$ cat src/rtl/reaction_round_ctrl.sv
// reaction_round_ctrl: round sequencer for the reaction game.
// Picks a target from rnd, lights its LED, times the response window in
// tick units, scores hits/misses, inserts a blank gap, halts after ROUNDS.
//
// Parameters:
//   ROUNDS  rounds per game (1..15)
//   WINDOW  response window in ticks (1..255)
//   GAP     blank interval between rounds in ticks (1..255)
//
// Ports:
//   clk        in   system clock, rising edge
//   reset      in   synchronous active-low reset
//   start      in   one-cycle pulse, begins a game (IDLE/DONE only)
//   tick       in   one-cycle timebase enable
//   rnd[1:0]   in   random target, 3 folds to 0
//   btn[2:0]   in   debounced press pulses, one per LED
//   led[2:0]   out  one-hot target, 0 when blank
//   score[3:0] out  hits in the current/last game
//   round_num  out  rounds completed
//   busy       out  game in progress
//   done       out  game finished, result held
//   hit        out  one-cycle pulse on a scored hit
//   miss       out  one-cycle pulse on a miss
//
// Optional feature: define STRICT_PENALTY_EN to make any non-target press
// during SHOW a miss, even when the target is pressed in the same cycle.

module reaction_round_ctrl #(
    parameter int ROUNDS = 10,
    parameter int WINDOW = 200,
    parameter int GAP    = 50
) (
    input  logic       clk,
    input  logic       reset,
    input  logic       start,
    input  logic       tick,
    input  logic [1:0] rnd,
    input  logic [2:0] btn,
    output logic [2:0] led,
    output logic [3:0] score,
    output logic [3:0] round_num,
    output logic       busy,
    output logic       done,
    output logic       hit,
    output logic       miss
);

    localparam logic [2:0] S_IDLE = 3'd0;
    localparam logic [2:0] S_PICK = 3'd1;
    localparam logic [2:0] S_SHOW = 3'd2;
    localparam logic [2:0] S_GAP  = 3'd3;
    localparam logic [2:0] S_DONE = 3'd4;

    localparam logic [7:0] WIN_LAST   = 8'(WINDOW - 1);
    localparam logic [7:0] GAP_LAST   = 8'(GAP - 1);
    localparam logic [3:0] ROUND_LAST = 4'(ROUNDS);

    logic [2:0] state_q, state_d;
    logic [1:0] tgt_q, tgt_d;
    logic [7:0] win_q, win_d;
    logic [7:0] gap_q, gap_d;
    logic [3:0] score_q, score_d;
    logic [3:0] round_q, round_d;
    logic       busy_q, busy_d;
    logic       done_q, done_d;
    logic       hit_q, hit_d;
    logic       miss_q, miss_d;

    logic [2:0] tgt_oh;
    logic       tgt_press;
    logic       penalty;
    logic       expire;
    logic       gap_end;

    assign tgt_oh    = 3'b001 << tgt_q;
    assign tgt_press = |(btn & tgt_oh);
    assign expire    = tick && (win_q == WIN_LAST);
    assign gap_end   = tick && (gap_q == GAP_LAST);

`ifdef STRICT_PENALTY_EN
    // A stray press spoils the round even if the target is also pressed.
    assign penalty = |(btn & ~tgt_oh);
`else
    assign penalty = 1'b0;
`endif

    always_comb begin
        state_d = state_q;
        tgt_d   = tgt_q;
        win_d   = win_q;
        gap_d   = gap_q;
        score_d = score_q;
        round_d = round_q;
        busy_d  = busy_q;
        done_d  = done_q;
        hit_d   = 1'b0;
        miss_d  = 1'b0;

        unique case (state_q)
            S_IDLE, S_DONE: begin
                if (start) begin
                    score_d = 4'd0;
                    round_d = 4'd0;
                    busy_d  = 1'b1;
                    done_d  = 1'b0;
                    state_d = S_PICK;
                end
            end
            S_PICK: begin
                tgt_d   = (rnd == 2'd3) ? 2'd0 : rnd;
                win_d   = 8'd0;
                state_d = S_SHOW;
            end
            S_SHOW: begin
                // Press is checked before expiry so a coincident
                // correct press still scores.
                if (penalty || tgt_press || expire) begin
                    state_d = S_GAP;
                    gap_d   = 8'd0;
                    round_d = round_q + 4'd1;
                    if (!penalty && tgt_press) begin
                        hit_d   = 1'b1;
                        score_d = score_q + 4'd1;
                    end else begin
                        miss_d = 1'b1;
                    end
                end else if (tick) begin
                    win_d = win_q + 8'd1;
                end
            end
            S_GAP: begin
                if (gap_end) begin
                    if (round_q == ROUND_LAST) begin
                        state_d = S_DONE;
                        busy_d  = 1'b0;
                        done_d  = 1'b1;
                    end else begin
                        state_d = S_PICK;
                    end
                end else if (tick) begin
                    gap_d = gap_q + 8'd1;
                end
            end
            default: begin
                state_d = S_IDLE;
                busy_d  = 1'b0;
                done_d  = 1'b0;
            end
        endcase
    end

    always_ff @(posedge clk) begin
        if (!reset) begin
            state_q <= S_IDLE;
            tgt_q   <= 2'd0;
            win_q   <= 8'd0;
            gap_q   <= 8'd0;
            score_q <= 4'd0;
            round_q <= 4'd0;
            busy_q  <= 1'b0;
            done_q  <= 1'b0;
            hit_q   <= 1'b0;
            miss_q  <= 1'b0;
        end else begin
            state_q <= state_d;
            tgt_q   <= tgt_d;
            win_q   <= win_d;
            gap_q   <= gap_d;
            score_q <= score_d;
            round_q <= round_d;
            busy_q  <= busy_d;
            done_q  <= done_d;
            hit_q   <= hit_d;
            miss_q  <= miss_d;
        end
    end

    assign led       = (state_q == S_SHOW) ? tgt_oh : 3'b000;
    assign score     = score_q;
    assign round_num = round_q;
    assign busy      = busy_q;
    assign done      = done_q;
    assign hit       = hit_q;
    assign miss      = miss_q;

endmodule

$ cat config.mk
export PLATFORM = sky130hd
export DESIGN_NAME = reaction_round_ctrl
export DESIGN_NICKNAME = d
export VERILOG_FILES = /design/src/rtl/reaction_round_ctrl.sv
export SDC_FILE = /design/constraint.sdc
export NUM_CORES = 1
export LEC_CHECK = 0
export CORE_MARGIN = 4
export CORE_UTILIZATION = 28
export DETAILED_ROUTE_END_ITERATION = 10
export DONT_BUFFER_PORTS = 1
export PLACE_DENSITY = 0.49
export REMOVE_ABC_BUFFERS = 1
export SETUP_SLACK_MARGIN = 0.4
export SLEW_MARGIN = 20
export SYNTH_ARGS = -nofsm -noshare
export SYNTH_HDL_FRONTEND = slang
export SYNTH_SLANG_ARGS = --single-unit
$ cat constraint.sdc
create_clock -name clk -period 2.13 [get_ports clk]
set_clock_uncertainty 0.15 [all_clocks]
set_input_delay 0.213 -clock clk [delete_from_list [all_inputs] [get_ports clk]]
set_output_delay 0.213 -clock clk [all_outputs]
set_load 0.01 [all_outputs]
==> Flow_metrics.wiki, run 1 <==
{| class="wikitable"
! Metric !! Value
|-
| Number of input and output port buffers inserted || 0
|-
| Syn avg cell area || 8.46 sq um
|-
| Number of buffers on the longest clock path || 2
|-
| Class of the most critical hold timing path || input pin to flop
|-
| # Max-Cap Violations || 0
|-
| Critical path fanouts, max || 8
|-
| CTS sink count || 33
|-
| Category of the worst setup path capture point || flop
|-
| P_leak || 0.826 nW
|-
| Top cell type's share of synthesized area || 34.5%
|-
| Total area of multi-input combinational cells || 1340 sq um
|-
| Setup ws final || 0.158 ns
|-
| Largest net degree at the start of global routing || 20
|-
| Die width || 90.7 um
|-
| Area taken by flip-flops and latches || 677 sq um
|-
| Signal arrival time at the worst endpoint || 2.03 ns
|-
| Routed WL || 5.52 mm
|-
| Final non-filler cell area || 2600 sq um
|-
| Share of the yosys chip area belonging to registers || 34.5%
|-
| Clock root buffer || clkbuf_8
|-
| RSZ-0062 raised after global routing || true
|-
| Required time of the critical path || 2.18 ns
|-
| Synthesized cell area || 1910 sq um
|-
| Post-Place Cell Area || 2050 sq um
|-
| Antenna violations before repair || 0
|-
| Number of I/O pins || 24
|-
| Area Growth Syn to Fin || 36.1%
|-
| Routability congestion estimate || 0.802
|-
| CTS Buf Count || 5
|-
| Detailed-route vias per instance || 5.49
|-
| CTS tree || yes
|-
| Floorplan Core Area || 6490 sq um
|-
| Clock transition at path regs || 0.08 ns
|-
| H-Tree Level Count || 2
|-
| Number of nets in the layout || 277
|-
| Type of origin of the critical path || flop
|-
| Delay-heaviest family, CP || compound AO/OA/AOI/OAI gates
|-
| Number of inserted filler cells in the final layout || 643
|-
| Setup-violating endpoint count in the final report || 0
|-
| WL per Instance || 16.2 um
|-
| Peak per-stage delay on the critical path || 0.47 ns
|-
| Antenna diode instance count || 0
|-
| Standard-cell rows || 29
|-
| Top cells by area in the synthesized netlist || dfxtp_1, nand2_1, ha_1, a21oi_1, nand3_1
|-
| Leading cell types in the layout, fill and taps excluded || nand2_1, dfxtp_1, buf_4
|-
| First drt pass iteration count || 4
|-
| Critical path, cell by cell || inv_2 -> ha_4 -> or4b_4 -> o31a_4 -> a2bb2oi_4 -> a311oi_1
|-
| Synth Instances || 226
|-
| Initial core utilization || 29.5%
|-
| Most common flop cell mapped by yosys || dfxtp_1
|-
| Source-to-sink clock delay at the later pin of the worst-skew pair || 0.30 ns
|-
| Crit path kind || flop to flop
|-
| Total routing usage reported by global routing || 14.0%
|-
| Total count of max-transition violations in the final report || 0
|-
| Overall overflow remaining after global route || 0
|-
| Slew at the pin closest to its max-slew limit || 0.762 ns
|-
| Maximum VDD drop || 0.000287 V
|-
| Count of flip-flops with a built-in enable after synthesis || 0
|-
| Tightest slew margin relative to the limit || 49.0%
|-
| Shortest clock period the worst path allows after layout || 1.97 ns
|-
| Cell area power density || 543 nW/um^2
|-
| Place WS || 0.0931 ns
|-
| Number of global-route vias before repair || 1,956
|-
| Final-report hold violation count || 0
|-
| Post-synthesis async set-or-reset flop share || 0%
|-
| Buf+Inv Stages, Crit Path || 1
|-
| Wire length of the first global-routing pass || 9.47 mm
|-
| Synthesis Warnings || 0
|-
| Ratio of cells with drive above 1 in the final layout || 29.7%
|-
| Overall via count from detail_route || 1,867
|-
| Area leader, netlist || dfxtp_1
|-
| Number of DRC markers in iteration 0 || 109
|-
| Vertical die dimension || 90.7 um
|-
| DRC || 0
|-
| Post-synthesis cell type count || 56
|-
| Total die area || 8220 sq um
|-
| Worst setup slack for register-to-register paths || 0.16 ns
|-
| Most common cell after layout, fill and taps aside || nand2_1
|-
| Critical-path top delay cell || or4b_4
|-
| Final ANT Viol Nets || 0
|-
| Outcome || finished clean
|-
| Post-detail-place hpwl || 3.43 mm
|-
| FF+latch count, synth || 33
|-
| Ratio of final minimum period to clock period || 92.6%
|-
| Highest clock rate || 507 MHz
|}
-- through the flow --
step / TNS, ns / total power, mW / hold slack [ns] / instances / utilization (%)
2_1_floorplan: -0.579 / 0.801 / 0.181 / 212 / -
3_3_place_gp: 0 / 0.876 / 0.195 / 302 / 31.6
3_5_place_dp: 0 / 0.876 / 0.196 / 302 / 31.6
4_1_cts: 0 / 1.41 / 0.00555 / 337 / 38.1
5_1_grt: 0 / 1.48 / 0.0250 / 340 / 40.1
6_report: 0 / 1.41 / 0.0148 / 340 / 40.1
-- kinds of logic (layout without fill, tap and decap cells) --
logic type,after synthesis,after routing,share of synthesized area (%)
muxes,2,2,1.05
AOI/OAI and AO/OA,59,59,23.7
adders and majority gates,6,6,3.92
xor gates and xnor gates,1,1,0.458
and+or+nand+nor,105,105,32.2
buffers and inverters,20,57,4.12
DFF,33,33,34.5
-- per-layer routing --
metal,vias to the layer above,GRT usage (%),part of all wire (%)
met4,0,5.61,1.3
met5,-,0,0
met2,33,23.7,49
met3,6,3.25,3.9
li1,933,-,-
met1,895,17.1,46
-- power breakdown --
group / leakage [nW] / switching, mW / internal, mW
registers: 0.271 / 0.0191 / 0.630
logic: 0.518 / 0.155 / 0.118
clock network: 0.0364 / 0.264 / 0.229
-- timing repair --
item | in CTS | in global routing
setup endpoints to repair | 28 | 30
pin swaps | 19 | 14
endpoints found under the hold margin | 21 | 0
hold buffers | 13 | 0
buffers inserted | 13 | 3
cloned | 1 | 0
resized for setup | 28 | 21
-- cell type report --
cell class	count	share of cell area [%]
clock buffers	5	2.64
clock inverters	3	0.865
repair buffers	43	14.7
multi-input cells	173	51.3
flip-flops and latches	33	26.0
inverters	6	0.865
well taps	77	3.70
-- synthesized netlist by cell type, types with 4 or more instances --
cell type and instances:
and2_1 4, nand2_1 27, dfxtp_1 33, o22ai_1 6, nor3b_1 4, a31oi_1 5
ha_1 6, nor2_1 8, o21ai_1 5, nor3_1 9, clkbuf_1 9, inv_1 5
a21oi_1 13, nand2b_1 7, nor4_1 4, o211ai_1 5, nand3_1 10, a311oi_1 4
nand3b_1 5
-- worst paths after layout --
| path | from | to | depth (start not counted) |
|---|---|---|---|
| worst max-delay path | gap_q[1] | gap_q[6] | 6 |
| worst min-delay path | start | score[1] | 2 |
| worst max register to register | gap_q[1] | gap_q[6] | 6 |
| worst min register to register | gap_q[7] | gap_q[7] | 1 |
-- registers in the layout, indices dropped and copies added, names as in the netlist --
| name | cells |
|---|---|
| busy | 1 |
| done | 1 |
| gap_q | 8 |
| hit | 1 |
| miss | 1 |
| round_num | 4 |
| score | 4 |
| state_q | 3 |
| tgt_q | 2 |
| win_q | 8 |
-- worst register-to-register path, stage by stage (launching register included) --
cell       delay [ns]
dfxtp_2          0.33
inv_2            0.06
ha_4             0.11
or4b_4           0.47
o31a_4           0.31
a2bb2oi_4        0.20
a311oi_1         0.26
(Power assumes the default switching activity.)
==> run 2, diff against run 1 <==
Settings changed: MAX_ROUTING_LAYER from default to met4.
==> run 2 against run 1 <==
  * Clock power about the same
  * Highest routed layer unchanged
  * Sequential power about the same
  * Sequential share of layout area unchanged
==> Flow_metrics.wiki, run 2 (same netlist as run 1, synthesis figures left out) <==
{| class="wikitable"
! Metric !! Value
|-
| Outcome || finished clean
|-
| # Max-Cap Violations || 0 (unchanged)
|-
| Final ANT Viol Nets || 0 (unchanged)
|-
| P_leak || 0.825 nW (about the same)
|-
| Detailed-route vias per instance || 5.50 (+0.11%)
|-
| Number of nets in the layout || 277 (unchanged)
|-
| Number of buffers on the longest clock path || 2 (unchanged)
|-
| Number of DRC markers in iteration 0 || 103 (-5.5%)
|-
| Slew at the pin closest to its max-slew limit || 0.762 ns (-0.000248 ns)
|-
| Total die area || 8220 sq um (unchanged)
|-
| Leading cell types in the layout, fill and taps excluded || nand2_1, dfxtp_1, buf_4
|-
| Shortest clock period the worst path allows after layout || 1.97 ns (unchanged)
|-
| Post-detail-place hpwl || 3.43 mm (unchanged)
|-
| Required time of the critical path || 2.18 ns (about the same)
|-
| Final-report hold violation count || 0 (unchanged)
|-
| Largest net degree at the start of global routing || 20 (unchanged)
|-
| Critical-path top delay cell || or4b_4
|-
| Share of total power consumed by net switching || 30.9% (about the same)
|-
| Source-to-sink clock delay at the later pin of the worst-skew pair || 0.30 ns (about the same)
|-
| Routability congestion estimate || 0.814 (+1.4%)
|-
| Most common cell after layout, fill and taps aside || nand2_1
|-
| CTS sink count || 33 (unchanged)
|-
| Total routing usage reported by global routing || 14.4% (+0.41 points)
|-
| Regs by FF count || gap_q: 8 flops, win_q: 8 flops
|-
| H-Tree Level Count || 2 (unchanged)
|-
| Die width || 90.7 um (unchanged)
|-
| CTS tree || yes
|-
| Tightest slew margin relative to the limit || 49.1% (about the same)
|-
| CTS Buf Count || 5 (unchanged)
|-
| Maximum VDD drop || 0.000287 V (+0.28%)
|-
| Net switching component of the power || 0.438 mW (about the same)
|-
| Final non-filler cell area || 2600 sq um (unchanged)
|-
| Number of inserted filler cells in the final layout || 643 (unchanged)
|-
| Floorplan Core Area || 6490 sq um (unchanged)
|-
| Initial core utilization || 29.5% (unchanged)
|-
| Setup-violating endpoint count in the final report || 0 (unchanged)
|-
| Critical path, cell by cell || inv_2 -> ha_4 -> or4b_4 -> o31a_4 -> a2bb2oi_4 -> a311oi_1
|-
| Power share of the sequential group || 45.8% (about the same)
|-
| Wire length of the first global-routing pass || 9.48 mm (about the same)
|-
| Total count of max-transition violations in the final report || 0 (unchanged)
|-
| Ratio of cells with drive above 1 in the final layout || 30.0% (+0.38 points)
|-
| Post-Place Cell Area || 2050 sq um (unchanged)
|-
| Count of placed standard cells in the final layout, fillers left out || 340 (unchanged)
|-
| Buf+Inv Stages, Crit Path || 1 (unchanged)
|-
| Cell Count Post-Placement || 302 (unchanged)
|-
| DRC || 0 (unchanged)
|-
| Antenna diode instance count || 0 (unchanged)
|-
| Class of the most critical hold timing path || input pin to flop
|-
| Antenna violations before repair || 0 (unchanged)
|-
| Clock root buffer || clkbuf_8
|-
| Power share of the clock group || 34.8% (about the same)
|-
| Vertical die dimension || 90.7 um (unchanged)
|-
| Clock transition at path regs || 0.08 ns (about the same)
|-
| Routed WL || 5.52 mm (about the same)
|-
| Internal Dissipation || 0.977 mW (about the same)
|-
| Type of origin of the critical path || flop
|-
| Overall overflow remaining after global route || 0 (unchanged)
|-
| Signal arrival time at the worst endpoint || 2.03 ns (about the same)
|-
| Power share of the combinational group || 19.3% (about the same)
|-
| Delay-heaviest family, CP || compound AO/OA/AOI/OAI gates
|-
| Area Growth Syn to Fin || 36.1% (unchanged)
|-
| Total negative slack || 0 ns (unchanged)
|-
| Ratio of final minimum period to clock period || 92.6% (unchanged)
|-
| RSZ-0062 raised after global routing || true
|-
| Standard-cell rows || 29 (unchanged)
|-
| Crit path kind || flop to flop
|-
| Number of I/O pins || 24 (unchanged)
|-
| Number of global-route vias before repair || 1,955 (-0.051%)
|-
| Highest clock rate || 507 MHz (unchanged)
|-
| Critical path fanouts, max || 8 (unchanged)
|-
| Category of the worst setup path capture point || flop
|-
| Number of input and output port buffers inserted || 0 (unchanged)
|-
| Final Total Pwr || 1.41 mW (about the same)
|-
| First drt pass iteration count || 4 (unchanged)
|-
| Peak per-stage delay on the critical path || 0.47 ns (about the same)
|-
| Worst slack on hold paths || 0.0142 ns (-0.000576 ns)
|-
| Overall via count from detail_route || 1,869 (+0.11%)
|-
| WL per Instance || 16.2 um (about the same)
|-
| Cell area power density || 543 nW/um^2 (about the same)
|}
-- run 2: cell counts in the layout (fill, tap and decap cells not counted) --
No cell type changed its count.
-- run 2: power by group through the flow --
| stage | logic [mW] | clock network [mW] | registers [mW] |
|---|---|---|---|
| global placement | 0.213 | 0 | 0.663 |
| floorplan | 0.133 | 0 | 0.668 |
| detailed placement | 0.212 | 0 | 0.664 |
| finish | 0.273 | 0.493 | 0.649 |
| global route | 0.298 | 0.535 | 0.650 |
| CTS | 0.252 | 0.509 | 0.646 |
-- run 2: cell type report --
cell class	instances	area [sq um]	share of cell area, %
Inverter	6	22.5	0.865
Clock inverter	3	22.5	0.865
Timing Repair Buffer	43	382	14.7
Clock buffer	5	68.8	2.64
Tap cell	77	96.3	3.70
Multi-Input combinational cell	173	1340	51.3
Sequential cell	33	677	26.0
-- run 2: final timing paths --
kind | slack (ns) | cells past startpoint | to | from
worst max-delay path | 0.16 | 6 | gap_q[6] | gap_q[1]
worst min-delay path | 0.01 | 2 | score[1] | start
worst max register to register | 0.16 | 6 | gap_q[6] | gap_q[1]
worst min register to register | 0.39 | 1 | gap_q[7] | gap_q[7]
-- run 2: layer usage --
layer	part of all wire (%)	global-route usage, %	vias up
li1	-	-	936
met1	45	17.3	895
met2	50	23.6	32
met3	3.6	3.08	6
met4	1.3	5.61	0
met5	0	-	-
-- run 2: metrics by stage --
stage               util [%]  setup slack, ns
floorplan                  -           -0.129
global placement        31.6            0.104
detailed placement      31.6           0.0931
CTS                     38.1            0.165
global route            40.1            0.103
finish                  40.1            0.158
-- run 2: repair_timing --
item / in CTS / in global routing
buffers inserted: 13 / 3
hold buffers: 13 / 0
resized for setup: 28 / 22
hold endpoints to repair: 21 / 0
pin swaps: 19 / 14
gates cloned: 1 / 0
endpoints found under the setup margin: 28 / 30
==> run 3, diff against run 2 <==
Settings changed: REMOVE_ABC_BUFFERS 1 to default, SKIP_LAST_GASP from default to 1, SLEW_MARGIN 20 to default.
==> run 3 against run 2 <==
  * The flow now finishes with violations (negative hold slack)
  * Sequential share of layout area rose by 0.24 points
  * Clock power is 9.5% higher
  * Combinational power rose by 2%
  * First-iteration DRC count down 59%
  * Final area unchanged
  * Largest cell class unchanged
==> Flow_metrics.wiki, run 3 (same netlist as run 1, synthesis figures left out) <==
{| class="wikitable"
! Metric !! Value
|-
| Power share of the clock group || 36.7% (+1.9 points)
|-
| Signal arrival time at the worst endpoint || 2.00 ns (-0.03 ns)
|-
| Overall via count from detail_route || 1,875 (+0.32%)
|-
| Slew at the pin closest to its max-slew limit || 0.702 ns (-0.0593 ns)
|-
| Final-report hold violation count || 1 (+1)
|-
| Syn nets || 241
|-
| Crit path kind || flop to flop
|-
| Violations in the final reports || negative hold slack
|-
| Total routing usage reported by global routing || 14.1% (-0.29 points)
|-
| Post-detail-place hpwl || 3.34 mm (-2.7%)
|-
| CTS tree || yes
|-
| Total die area || 8220 sq um (unchanged)
|-
| Number of global-route vias before repair || 1,766 (-9.7%)
|-
| Internal Dissipation || 1.05 mW (+7.1%)
|-
| Antenna violations before repair || 0 (unchanged)
|-
| Overall overflow remaining after global route || 0 (unchanged)
|-
| Power share of the combinational group || 18.9% (-0.4 points)
|-
| Wire length of the first global-routing pass || 9.15 mm (-3.5%)
|-
| Tightest slew margin relative to the limit || 53.0% (+4.0 points)
|-
| Number of I/O pins || 24 (unchanged)
|-
| Standard-cell rows || 29 (unchanged)
|-
| Shortest clock period the worst path allows after layout || 1.94 ns (-0.0285 ns)
|-
| Vertical die dimension || 90.7 um (unchanged)
|-
| Area Growth Syn to Fin || 36.1% (unchanged)
|-
| Outcome || complete, but fails checks
|-
| Floorplan Core Area || 6490 sq um (unchanged)
|-
| Number of input and output port buffers inserted || 0 (unchanged)
|-
| Leading cell types in the layout, fill and taps excluded || buf_4, nand2_1, dfxtp_1
|-
| Power share of the sequential group || 44.4% (-1.4 points)
|-
| Most common cell after layout, fill and taps aside || buf_4
|-
| Total count of max-transition violations in the final report || 0 (unchanged)
|-
| Required time of the critical path || 2.19 ns (about the same)
|-
| Source-to-sink clock delay at the later pin of the worst-skew pair || 0.29 ns (about the same)
|-
| Ratio of cells with drive above 1 in the final layout || 31.8% (+1.8 points)
|-
| Detailed-route vias per instance || 5.50 (about the same)
|-
| Ratio of final minimum period to clock period || 91.3% (-1.3 points)
|-
| H-Tree Level Count || 2 (unchanged)
|-
| Routability congestion estimate || 0.729 (-10%)
|-
| # Max-Cap Violations || 0 (unchanged)
|-
| RSZ-0062 raised after global routing || true
|-
| Type of origin of the critical path || flop
|-
| Final ANT Viol Nets || 0 (unchanged)
|-
| Worst slack on hold paths || -0.00138 ns (-0.0156 ns)
|-
| Number of DRC markers in iteration 0 || 42 (-59%)
|-
| Die width || 90.7 um (unchanged)
|-
| DRC || 0 (unchanged)
|-
| WL per Instance || 16.1 um (-0.71%)
|-
| Critical path fanouts, max || 8 (unchanged)
|-
| Maximum VDD drop || 0.000198 V (-31%)
|-
| Initial core utilization || 29.5% (unchanged)
|-
| Class of the most critical hold timing path || input pin to flop
|-
| CTS sink count || 33 (unchanged)
|-
| Area taken by flip-flops and latches || 683 sq um (+0.92%)
|-
| Highest clock rate || 514 MHz (+1.5%)
|-
| P_leak || 0.855 nW (+3.6%)
|-
| Clock root buffer || clkbuf_8
|-
| Net switching component of the power || 0.426 mW (-2.7%)
|-
| Regs by FF count || gap_q: 8 flops, win_q: 8 flops
|-
| Post-Place Cell Area || 2020 sq um (-1.5%)
|-
| Total area of multi-input combinational cells || 1330 sq um (about the same)
|-
| First drt pass iteration count || 4 (unchanged)
|-
| Largest net degree at the start of global routing || 19 (-5.0%)
|-
| Number of buffers on the longest clock path || 2 (unchanged)
|-
| Antenna diode instance count || 0 (unchanged)
|-
| Cell area power density || 565 nW/um^2 (+4.0%)
|-
| Routed WL || 5.50 mm (-0.42%)
|-
| Number of inserted filler cells in the final layout || 641 (-0.31%)
|-
| CTS Buf Count || 5 (unchanged)
|-
| Category of the worst setup path capture point || flop
|-
| Share of total power consumed by net switching || 28.9% (-2.0 points)
|-
| Number of nets in the layout || 278 (+0.36%)
|-
| Clock transition at path regs || 0.07 ns (about the same)
|-
| Total negative slack || 0 ns (unchanged)
|-
| Setup-violating endpoint count in the final report || 0 (unchanged)
|-
| Final non-filler cell area || 2600 sq um (unchanged)
|}
run 3: cell count changes in the layout (fill, tap and decap cells not counted), sizes merged:
| cell | before | now |
|---|---|---|
| dlygate4sd3 | 13 | 10 |
| clkbuf | 5 | 7 |
| buf | 30 | 34 |
| clkinv | 0 | 1 |
| clkinvlp | 3 | 0 |
run 3: worst max-delay path, stage by stage, from the launching register on:
cell	delay [ns]
dfxtp_2	0.33
inv_2	0.06
ha_4	0.11
or4b_4	0.45
o31a_4	0.31
a2bb2oi_4	0.19
a311oi_2	0.26
run 3: power groups by stage:
stage	Combinational (mW)	Clock [mW]	Sequential (mW)
2_1_floorplan	0.162	0	0.661
3_3_place_gp	0.198	0	0.673
3_5_place_dp	0.199	0	0.673
4_1_cts	0.247	0.553	0.656
5_1_grt	0.301	0.590	0.657
6_report	0.278	0.540	0.654
run 3: routing by layer:
metal	up-vias	wire (um)	share of wire, %	track usage [%]
met5	-	0	0	-
met4	0	62	1.1	3.44
met3	6	246	4.5	4.00
met2	31	2590	47	21.2
met1	895	2600	47	18.7
li1	943	-	-	-
run 3: final timing paths:
path	depth (start not counted)	to	slack, ns	startpoint
setup / recovery	6	gap_q[2]	0.19	gap_q[1]
hold / removal	2	score[2]	-0.001	reset
setup reg to reg	6	gap_q[2]	0.19	gap_q[1]
hold reg to reg	1	gap_q[7]	0.35	gap_q[7]
run 3: repair_timing:
action / CTS / global route
setup endpoints to repair: 28 / 30
endpoints found under the hold margin: 20 / 0
setup buffers: 21 / 5
gates resized for setup: 24 / 16
pin swaps: 24 / 19
hold buffers: 10 / 0
run 3: cell type report:
type                    count  area share, %
multi-input cells         173           51.2
flip-flops and latches     33           26.2
repair buffers             44           14.1
clock buffers               7           3.70
well taps                  77           3.70
inverters                   6          0.865
clock inverters             1          0.192
run 3: per-stage QoR:
step | instances | setup WS, ns | hold slack [ns] | power, mW | util [%]
after floorplan | 226 | 0.257 | 0.247 | 0.823 | -
after global placement | 297 | 0.153 | 0.195 | 0.871 | 31.1
after detailed placement | 297 | 0.147 | 0.189 | 0.872 | 31.1
after CTS | 336 | 0.131 | 0.000199 | 1.46 | 38.2
after global routing | 341 | 0.121 | 0.000847 | 1.55 | 40.1
final | 341 | 0.186 | -0.00138 | 1.47 | 40.1
